`config.mk`:
```
export PLATFORM = sky130hd
export DESIGN_NAME = xge_pkt_gen
export DESIGN_NICKNAME = d
export VERILOG_FILES = /design/src/rtl/xge_pkt_gen_pkg.sv /design/src/rtl/xge_prbs32.sv /design/src/rtl/xge_pkt_gen.sv
export SDC_FILE = /design/constraint.sdc
export NUM_CORES = 1
export LEC_CHECK = 0
export BUFFER_PORTS_ARGS = -buffer_cell sky130_fd_sc_hd__buf_4
export CAP_MARGIN = 30
export CORE_ASPECT_RATIO = 0.75
export CORE_MARGIN = 2
export CORE_UTILIZATION = 65
export CTS_BUF_LIST = sky130_fd_sc_hd__clkbuf_2 sky130_fd_sc_hd__clkbuf_4 sky130_fd_sc_hd__clkbuf_8
export CTS_CLUSTER_DIAMETER = 30
export DETAILED_ROUTE_END_ITERATION = 12
export PLACE_DENSITY = 0.95
export SLEW_MARGIN = 40
export SYNTH_ARGS = -nofsm -noshare
export SYNTH_HDL_FRONTEND = slang
export SYNTH_SLANG_ARGS = --single-unit
```
`constraint.sdc`:
```
create_clock -name clk_156m25 -period 7.5 [get_ports clk_156m25]
set_clock_uncertainty 0.2 [all_clocks]
set_input_delay 2.25 -clock clk_156m25 [delete_from_list [all_inputs] [get_ports clk_156m25]]
set_output_delay 2.25 -clock clk_156m25 [all_outputs]
set_load 0.005 [all_outputs]
```
`src/rtl/xge_pkt_gen_pkg.sv`:
```
// Shared types and constants for the xge_pkt_gen traffic generator.
// Used by xge_pkt_gen and xge_prbs32.
package xge_pkt_gen_pkg;

    typedef enum logic [1:0] {
        IDLE = 2'd0,
        DATA = 2'd1,
        GAP  = 2'd2
    } state_e;

    // x^32 + x^22 + x^2 + x + 1 : taps at bits 31, 21, 1, 0
    localparam logic [31:0] PRBS_TAPS = 32'h8020_0003;
    localparam logic [31:0] PRBS_SEED = 32'hFFFF_FFFF;

    localparam logic MODE_INC  = 1'b0;
    localparam logic MODE_PRBS = 1'b1;

    function automatic logic [15:0] ceil_div(
        input logic [15:0] a,
        input logic [15:0] b
    );
        logic [31:0] q;
        q = (32'(a) + 32'(b) - 32'd1) / 32'(b);
        return q[15:0];
    endfunction

endpackage

```
`src/rtl/xge_prbs32.sv`:
```
// 32-bit Fibonacci LFSR payload source for xge_pkt_gen.
// Seed load has priority over advance.
module xge_prbs32
    import xge_pkt_gen_pkg::*;
(
    input  logic        clk,
    input  logic        rst_n,
    input  logic        load,
    input  logic        adv,
    output logic [31:0] state
);

    logic [31:0] state_q;
    logic [31:0] state_d;

    // next LFSR state: reseed, shift in the tap parity, or hold
    always_comb begin
        state_d = state_q;
        if (load) begin
            state_d = PRBS_SEED;
        end else if (adv) begin
            state_d = {state_q[30:0], ^(state_q & PRBS_TAPS)};
        end
    end

    // LFSR register, all-ones out of reset
    always_ff @(posedge clk or negedge rst_n) begin
        if (!rst_n) begin
            state_q <= PRBS_SEED;
        end else begin
            state_q <= state_d;
        end
    end

    assign state = state_q;

endmodule

```
`src/rtl/xge_pkt_gen.sv`:
```
// Packet traffic generator for the MAC pkt_tx_* interface.
// Optional macro XGE_PKT_GEN_SEQNUM_EN: packet index in bytes 0..3.
module xge_pkt_gen
    import xge_pkt_gen_pkg::*;
#(
    parameter int DATA_W  = 64,
    parameter int MOD_W   = $clog2(DATA_W/8),
    parameter int MIN_LEN = 64,
    parameter int MAX_LEN = 1518,
    parameter int CNT_W   = 16
) (
    input  logic              clk_156m25,
    input  logic              reset_156m25_n,
    input  logic              start,
    input  logic              stop,
    input  logic [15:0]       cfg_len,
    input  logic [CNT_W-1:0]  cfg_count,
    input  logic [7:0]        cfg_gap,
    input  logic              cfg_mode,
    output logic              busy,
    output logic              done,
    output logic [CNT_W-1:0]  pkt_cnt,
    input  logic              pkt_tx_full,
    output logic              pkt_tx_val,
    output logic              pkt_tx_sop,
    output logic              pkt_tx_eop,
    output logic [MOD_W-1:0]  pkt_tx_mod,
    output logic [DATA_W-1:0] pkt_tx_data
);

    localparam int BYTES = DATA_W / 8;
    localparam int REP   = DATA_W / 32;

    state_e             state_q, state_d;
    logic               busy_q, busy_d;
    logic               done_q, done_d;
    logic               stop_pend_q, stop_pend_d;
    logic               mode_q, mode_d;
    logic [CNT_W-1:0]   pkt_cnt_q, pkt_cnt_d;
    logic [CNT_W-1:0]   count_q, count_d;
    logic [15:0]        words_q, words_d;
    logic [15:0]        word_idx_q, word_idx_d;
    logic [MOD_W-1:0]   last_mod_q, last_mod_d;
    logic [7:0]         gap_q, gap_d;
    logic [7:0]         gap_cnt_q, gap_cnt_d;
    logic               val_q, val_d;
    logic               sop_q, sop_d;
    logic               eop_q, eop_d;
    logic [MOD_W-1:0]   mod_q, mod_d;
    logic [DATA_W-1:0]  data_q, data_d;
`ifdef XGE_PKT_GEN_SEQNUM_EN
    logic [31:0]        seq_q, seq_d;
`endif

    logic               prbs_load;
    logic               prbs_adv;
    logic [31:0]        prbs;
    logic [15:0]        len_c;
    logic               last_word;
    logic               count_hit;
    logic               end_run;
    logic [DATA_W-1:0]  word;
    logic [15:0]        byte_off;
    logic [7:0]         byte_base;

    xge_prbs32 u_prbs (
        .clk   (clk_156m25),
        .rst_n (reset_156m25_n),
        .load  (prbs_load),
        .adv   (prbs_adv),
        .state (prbs)
    );

    assign last_word = (word_idx_q == words_q - 16'd1);
    assign count_hit = (count_q != '0) &&
                       (pkt_cnt_q + CNT_W'(1) == count_q);
    assign end_run   = count_hit || stop_pend_q || stop;

    // clamp the requested length into the supported range
    always_comb begin
        len_c = cfg_len;
        if (cfg_len < 16'(MIN_LEN)) begin
            len_c = 16'(MIN_LEN);
        end else if (cfg_len > 16'(MAX_LEN)) begin
            len_c = 16'(MAX_LEN);
        end
    end

    // payload word for the current word index and mode
    always_comb begin
        word      = '0;
        byte_off  = word_idx_q * 16'(BYTES);
        byte_base = pkt_cnt_q[7:0] + byte_off[7:0];
        for (int j = 0; j < BYTES; j++) begin
            word[DATA_W-1-8*j -: 8] = byte_base + 8'(j);
        end
        if (mode_q == MODE_PRBS) begin
            word = {REP{prbs}};
        end
`ifdef XGE_PKT_GEN_SEQNUM_EN
        if (word_idx_q == '0) begin
            word[DATA_W-1 -: 32] = seq_q;
        end
`endif
        if (last_word && last_mod_q != '0) begin
            for (int j = 0; j < BYTES; j++) begin
                if (j >= int'(last_mod_q)) begin
                    word[DATA_W-1-8*j -: 8] = 8'h00;
                end
            end
        end
    end

    // run FSM, counters and next registered bus word
    always_comb begin
        state_d     = state_q;
        busy_d      = busy_q;
        done_d      = 1'b0;
        stop_pend_d = stop_pend_q;
        mode_d      = mode_q;
        pkt_cnt_d   = pkt_cnt_q;
        count_d     = count_q;
        words_d     = words_q;
        word_idx_d  = word_idx_q;
        last_mod_d  = last_mod_q;
        gap_d       = gap_q;
        gap_cnt_d   = gap_cnt_q;
        val_d       = 1'b0;
        sop_d       = 1'b0;
        eop_d       = 1'b0;
        mod_d       = '0;
        data_d      = '0;
        prbs_load   = 1'b0;
        prbs_adv    = 1'b0;
`ifdef XGE_PKT_GEN_SEQNUM_EN
        seq_d       = seq_q;
`endif
        unique case (state_q)
            IDLE: begin
                if (start && !stop) begin
                    state_d     = DATA;
                    busy_d      = 1'b1;
                    stop_pend_d = 1'b0;
                    mode_d      = cfg_mode;
                    pkt_cnt_d   = '0;
                    count_d     = cfg_count;
                    words_d     = ceil_div(len_c, 16'(BYTES));
                    last_mod_d  = MOD_W'(len_c % 16'(BYTES));
                    gap_d       = cfg_gap;
                    word_idx_d  = '0;
                    prbs_load   = 1'b1;
`ifdef XGE_PKT_GEN_SEQNUM_EN
                    seq_d       = '0;
`endif
                end
            end
            DATA: begin
                stop_pend_d = stop_pend_q | stop;
                if (!pkt_tx_full) begin
                    val_d      = 1'b1;
                    sop_d      = (word_idx_q == '0);
                    eop_d      = last_word;
                    data_d     = word;
                    prbs_adv   = 1'b1;
                    word_idx_d = word_idx_q + 16'd1;
                    if (last_word) begin
                        mod_d      = last_mod_q;
                        word_idx_d = '0;
                        pkt_cnt_d  = pkt_cnt_q + CNT_W'(1);
`ifdef XGE_PKT_GEN_SEQNUM_EN
                        seq_d      = seq_q + 32'd1;
`endif
                        if (end_run) begin
                            state_d     = IDLE;
                            busy_d      = 1'b0;
                            done_d      = 1'b1;
                            stop_pend_d = 1'b0;
                        end else if (gap_q == '0) begin
                            state_d = DATA;
                        end else begin
                            state_d   = GAP;
                            gap_cnt_d = gap_q;
                        end
                    end
                end
            end
            GAP: begin
                if (stop || stop_pend_q) begin
                    state_d     = IDLE;
                    busy_d      = 1'b0;
                    done_d      = 1'b1;
                    stop_pend_d = 1'b0;
                end else if (gap_cnt_q <= 8'd1) begin
                    state_d = DATA;
                end else begin
                    gap_cnt_d = gap_cnt_q - 8'd1;
                end
            end
            default: begin
                state_d = IDLE;
            end
        endcase
    end

    // state and output registers
    always_ff @(posedge clk_156m25 or negedge reset_156m25_n) begin
        if (!reset_156m25_n) begin
            state_q     <= IDLE;
            busy_q      <= 1'b0;
            done_q      <= 1'b0;
            stop_pend_q <= 1'b0;
            mode_q      <= MODE_INC;
            pkt_cnt_q   <= '0;
            count_q     <= '0;
            words_q     <= '0;
            word_idx_q  <= '0;
            last_mod_q  <= '0;
            gap_q       <= '0;
            gap_cnt_q   <= '0;
            val_q       <= 1'b0;
            sop_q       <= 1'b0;
            eop_q       <= 1'b0;
            mod_q       <= '0;
            data_q      <= '0;
`ifdef XGE_PKT_GEN_SEQNUM_EN
            seq_q       <= '0;
`endif
        end else begin
            state_q     <= state_d;
            busy_q      <= busy_d;
            done_q      <= done_d;
            stop_pend_q <= stop_pend_d;
            mode_q      <= mode_d;
            pkt_cnt_q   <= pkt_cnt_d;
            count_q     <= count_d;
            words_q     <= words_d;
            word_idx_q  <= word_idx_d;
            last_mod_q  <= last_mod_d;
            gap_q       <= gap_d;
            gap_cnt_q   <= gap_cnt_d;
            val_q       <= val_d;
            sop_q       <= sop_d;
            eop_q       <= eop_d;
            mod_q       <= mod_d;
            data_q      <= data_d;
`ifdef XGE_PKT_GEN_SEQNUM_EN
            seq_q       <= seq_d;
`endif
        end
    end

    assign busy        = busy_q;
    assign done        = done_q;
    assign pkt_cnt     = pkt_cnt_q;
    assign pkt_tx_val  = val_q;
    assign pkt_tx_sop  = sop_q;
    assign pkt_tx_eop  = eop_q;
    assign pkt_tx_mod  = mod_q;
    assign pkt_tx_data = data_q;

endmodule

```
# Word level (Yosys, flattened, before mapping)
# Index checks and enable logic that the tools add are counted.
[word_totals] in_bits=46 reg_bits=191
[classes] reduce_logical=24 n_eq_ne=14 magnitude_cmp=10 addsub=14 bitwise_logic=1 n_mux=64
[ops] operator="64-bit 2-to-1 mux" count=4
[ops] operator="16-bit 2-to-1 mux" count=7
[ops] operator="8-bit 2-to-1 mux" count=13
[ops] operator="32-bit 2-to-1 mux" count=2
[ops] operator="16-bit one-hot mux with 2 select lines" count=2
[ops] operator="16-bit by 1-bit adder with 16-bit output, second input constant" count=2
[ops] operator="8-bit by 3-bit adder with 8-bit output, second input constant" count=4
[ops] operator="16-bit equality test" count=2
[ops] operator="32-bit parity" count=1
[ops] operator="1-bit 2-to-1 mux" count=21
[ops] operator="2-bit != test, second input constant" count=9
[ops] operator="17-bit by 1-bit subtractor with 18-bit output, second input constant" count=1
[ops] operator="16-bit by 4-bit adder with 17-bit output, second input constant" count=1
[ops] operator="8-bit by 2-bit adder with 8-bit output, second input constant" count=2
[ops] operator="16-bit by 11-bit > comparator with 1-bit output, second input constant" count=1
[ops] operator="16-bit logical NOT" count=1
[ops] operator="16-bit by 7-bit < comparator with 1-bit output, second input constant" count=1
[ops] operator="8-bit one-hot mux with 2 select lines" count=1
[ops] operator="16-bit nonzero test" count=1
[ops] operator="16-bit by 1-bit subtractor with 16-bit output, second input constant" count=1
[ops] operator="2-bit 2-to-1 mux" count=7
[ops] operator="3-bit >= comparator, first input constant" count=3
[ops] operator="3-bit 2-to-1 mux" count=3
[ops] operator="8-bit by 1-bit adder with 8-bit output, second input constant" count=1
[ops] operator="other kinds (24)" count=36

# Depth between registers and ports, before layout
[logic_depth] word_depth=9 ltp_mapped=11 mapped_depth_nobuf=10

# Modules after synthesis
# From an unflattened synthesis, not the netlist that was laid out.
[hier_totals] hier_cells=1147 area_unflattened_um2=10383.7
[modules_own_cells] mod="xge_pkt_gen" area_per_inst_um2=8996.1 n_inst=1 cells_per_inst=1039 seq_area_each_um2=3928.8
[modules_own_cells] mod="xge_prbs32" area_per_inst_um2=1387.6 n_inst=1 cells_per_inst=108 seq_area_each_um2=840.8

# Worst setup path after synthesis
# Ideal clock, no wire load.
[synth_path] path_kind="input to register" startpoint="in cfg_len[12]" endpoint="reg words_q[5]" n_path_buf=0 setup_time_ns=0.145 required_time_ns=7.155 stages=8 setup_slack_ns=3.089 t_arrival_ns=4.066 path_cell_list="or4_1 -> or3_1 -> nor2_1 -> a21oi_1 -> o2111a_1 -> nand2_1 -> xor2_1 -> a31oi_1"
[synth_between] elab_chain_len=5
[synth_lines] item="from (decl)" line_no="xge_pkt_gen.sv:16" rtl="input logic [15:0] cfg_len,"
[synth_lines] item="16-bit by 11-bit > comparator with 1-bit output" line_no="xge_pkt_gen.sv:84" rtl="end else if (cfg_len > 16'(MAX_LEN)) begin"
[synth_lines] item="16-bit 2-to-1 mux" line_no="xge_pkt_gen.sv:84"
[synth_lines] item="16-bit 2-to-1 mux *" line_no="xge_pkt_gen.sv:82" rtl="if (cfg_len < 16'(MIN_LEN)) begin"
[synth_lines] item="16-bit by 4-bit adder with 17-bit output *" line_no="xge_pkt_gen_pkg.sv:23" rtl="q = (32'(a) + 32'(b) - 32'd1) / 32'(b);"
[synth_lines] item="17-bit by 1-bit subtractor with 18-bit output *" line_no="xge_pkt_gen_pkg.sv:23"
[synth_lines] item="to (signal assigned)" line_no="xge_pkt_gen.sv:236" rtl="words_q <= words_d;"
[synth_lines] item="to (decl)" line_no="xge_pkt_gen.sv:41" rtl="logic [15:0] words_q, words_d;"
# Every way passes the cells marked *; elsewhere a longest branch is shown, timed or not.
# A chain may end at the register's enable or synchronous reset.

# Final worst setup path
[layout_path] startpoint="reg pkt_cnt_q[2], in the netlist pkt_cnt[2]" endpoint="reg gap_cnt_q[5]"
[layout_between] elab_chain_len=7
[layout_lines] item="from (decl)" line_no="xge_pkt_gen.sv:39" rtl="logic [CNT_W-1:0] pkt_cnt_q, pkt_cnt_d;"
[layout_lines] item="from (signal assigned)" line_no="xge_pkt_gen.sv:234" rtl="pkt_cnt_q <= pkt_cnt_d;"
[layout_lines] item="16-bit by 1-bit adder with 16-bit output" line_no="xge_pkt_gen.sv:76" rtl="(pkt_cnt_q + CNT_W'(1) == count_q);"
[layout_lines] item="16-bit equality test" line_no="xge_pkt_gen.sv:76"
[layout_lines] item="1-bit logical AND" line_no="xge_pkt_gen.sv:75" rtl="assign count_hit = (count_q != '0) &&"
[layout_lines] item="1-bit logical OR (2 in series)" line_no="xge_pkt_gen.sv:77" rtl="assign end_run = count_hit || stop_pend_q || stop;"
[layout_lines] item="2-bit != test (no line)"
[layout_lines] item="7-bit AND reduction (no line)"
[layout_lines] item="to (signal assigned)" line_no="xge_pkt_gen.sv:240" rtl="gap_cnt_q <= gap_cnt_d;"
[layout_lines] item="to (decl)" line_no="xge_pkt_gen.sv:45" rtl="logic [7:0] gap_cnt_q, gap_cnt_d;"
# No other way between the ends.

==> results.md <==
- Layout cells sized above 1: 19.4%
- WL met3: 3480 um
- CP most frequent cell: a211oi_1
- Initial core utilization: 66.0%
- Number of global-route vias before repair: 9213
- GRT Total Usage: 35.1%
- Final Wtd Congestion: 0.988
- Synth unique cells: 80
- CP Launch Type: flop
- Highest-count cells in the layout ignoring fill and taps: nand2_1 (194), dfrtp_1 (156), buf_4 (139)
- Critical path type: reg -> reg
- Total CTS buffers: 17
- Clock sinks: 189
- IO buf count: 133
- CTS root buf: clkbuf_8
- Post-Syn Area per Cell: 8.89 sq um
- CP Buf/Inv Count: 0
- Crit path DAT: 4650 ps
- Max-cap violations: 0
- Worst slew pin tran: 850 ps
- Setup crit end kind: flop
- PostCTS Resize Cnt: 0
- Hold_sp: u_prbs.state[7]
- Tmin final: 4440 ps
- Fill count: 1053
- Drt drc: 0
- First-pass GRT wire length: 46900 um
- Post-synthesis register bit count: 189
- Wl on met1: 11600 um
- Area Overhead vs Synth: 13.7%
- Setup Viol. Count Final: 0
- Metal2 WL: 12900 um
- Antenna Nets Post-Route: 0
- Clock buffer depth: 2
- Initial antenna violation count: 0
- Post-DP HPWL: 19600 um
- Routed wire length per instance: 19.5 um
- Number of flops mapped to enable cells by yosys: 0
- Setup ws final: 3060 ps
- CTS tree: built
- Hold Vio Cnt, Final: 0
- Routed Wire Length: 29300 um
- Slowest-stage cell, CP: dfrtp_1
- Post-placement cell count: 1467
- R2R cell count: 9
- Synthesized cell area: 10500 sq um
- FF/Latch Area: 4770 sq um
- Commonest non-fill, non-tap cell in the layout: nand2_1
- Async S/R FF share, synth: 100%
- Max FO, Critical Path: 19
- Worst r2r dst: gap_cnt_q[5]
- Pwr/cell area: 330 nW/um^2
- Unrepaired setup endpoints after global routing: false
- Final instance area: 12000 sq um
- Hold endpoint: u_prbs.state[7]
- First drt pass iteration count: 7
- Dpl cell area: 11600 sq um
- Violation count after the first detailed-route iteration: 1473
- Total Power: 3.96 mW
- Largest net degree at the start of global routing: 71
- Cells after Synth: 1186
- Crit share post-route: 59.2%
- Ant. Diodes: 0
- Reg clk slew, reported paths: 110 ps
- Delay of the slowest critical-path stage: 920 ps
- Crit-path leading delay family: simple AND/OR/NAND/NOR gates
- Hold Path Depth: 2
- Register area share after synthesis: 45.3%
- Worst reg2reg setup slack: 3060 ps
- Htree depth: 4
- Worst vdd ir: 184 uV
- Post-layout net count: 1345
- Net Count, Synth: 1255
- Worst R2R Start: pkt_cnt[2]
- Dpl ws: 2770 ps
- Post-CTS Setup Inserts: 0
- Area of the multi-input gates: 5410 sq um
- Core Footprint: 16000 sq um
- Die height: 114 um
- Clk Latency, worst-skew pair: 510 ps
- FP Rows: 40
- Vias: 9686
- Cts-stage hold buffer count: 0
- Die width: 151 um
- Pleak: 5.44 nW
- Status: complete, no violations
- Total Neg Setup Slack: 0 ps
- IO Count: 134
- CP Cell Sequence: ha_1, nand4_1, nor4_1, xnor2_1, a211oi_1, and4_2, nor2_1, and4b_1, a211oi_1
- Grt total ovfl: 0
- Pins Over Slew Limit: 0
- Yosys warns: 0
- Slew Limit Headroom: 43.3%
- Vias per inst: 6.46
- Uppermost routed layer: met4
- HP Class: reg -> reg
- Die ar.: 17300 sq um
- Achievable Freq: 225 MHz
- Fin cells: 1499
- Ys flop type: dfrtp_1
- WP data required: 7710 ps
-- cell usage after synthesis (all sizes together) (5+ instances only) --
cell type	n	share of area, %
a211oi	17	1.3
xor2	42	3.5
a21oi	47	2.3
nand2	195	7.0
nand3	55	2.7
dfstp	32	8.0
o31ai	20	1.4
and4	7	0.59
and4b	7	0.66
nor4	17	1.4
nor4b	5	0.47
and3	13	0.77
or4	7	0.53
or3	13	0.77
nor3	41	2.0
a31oi	13	0.77
or2	7	0.42
clkbuf	53	1.9
o211ai	5	0.40
xnor2	51	4.2
nand4	22	1.5
nand2b	9	0.56
and2	10	0.59
buf	17	0.77
mux2i	8	0.76
nor2b	10	0.59
inv	28	1.0
a21o	5	0.36
dfrtp	157	37
o21ai	52	2.6
ha	22	2.6
a22o	6	0.50
a21boi	9	0.64
nor2	135	4.8
-- cell families after synthesis --
group | count (synthesis) | share of synthesized area [%]
buffers and inverters | 99 | 3.69
AND/OR/NAND/NOR | 563 | 26.1
flip-flops | 189 | 45.3
adder cells (fa/ha/maj) | 23 | 2.80
AO/OA/AOI/OAI | 207 | 13.2
multiplexers | 12 | 1.19
XOR/XNOR | 93 | 7.73
-- worst register-to-register path, stage by stage, from the launching register on --
cell	delay [ps]
dfrtp_1	920
ha_1	620
nand4_1	320
nor4_1	750
xnor2_1	180
a211oi_1	250
and4_2	400
nor2_1	170
and4b_1	280
a211oi_1	240
-- per-layer routing --
layer / vias up / global-route usage (%)
li1: 4292 / -
met1: 4552 / 48.7
met2: 701 / 52.0
met3: 141 / 9.76
met4: 0 / 15.8
met5: - / 0
-- final cells by class --
cell class,count,area share (%)
Clock buffer,17,1.95
Timing Repair Buffer,141,8.89
Multi-Input combinational cell,898,45.1
Clock inverter,15,1.12
Inverter,29,0.908
Sequential cell,189,39.8
Tap cell,210,2.19
-- report_power, final --
group | leakage (nW) | internal (mW) | switching (mW)
clock network | 0.180 | 0.241 | 0.410
registers | 2.39 | 1.38 | 0.372
logic | 2.87 | 0.633 | 0.922
-- registers in the layout, indices dropped and copies added (netlist names), 8 cells and up --
register	cells
words_q	14
gap_q	8
pkt_cnt	16
gap_cnt_q	8
pkt_tx_data	64
word_idx_q	16
u_prbs.state	32
count_q	16
-- how the worst max path moves through the flow --
stage	from	endpoint	slack, ps	cells after the start
floorplan	cfg_len[12]	words_q[5]	3090	8
global placement	cfg_len[12]	words_q[5]	2870	9
detailed placement	cfg_len[12]	words_q[5]	2770	9
CTS	stop	word_idx_q[5]	3190	9
global route	pkt_cnt[2]	gap_cnt_q[5]	2900	9
finish	pkt_cnt[2]	gap_cnt_q[5]	3060	9
-- stage by stage --
stage / hold slack [ps] / utilization, %
after global placement: 275 / 72.6
final: 306 / 75.1
after detailed placement: 286 / 72.7
after CTS: 304 / 75.0
after global routing: 323 / 75.1
after floorplan: 252 / -
No activity file was read; power rests on OpenSTA's default activity.
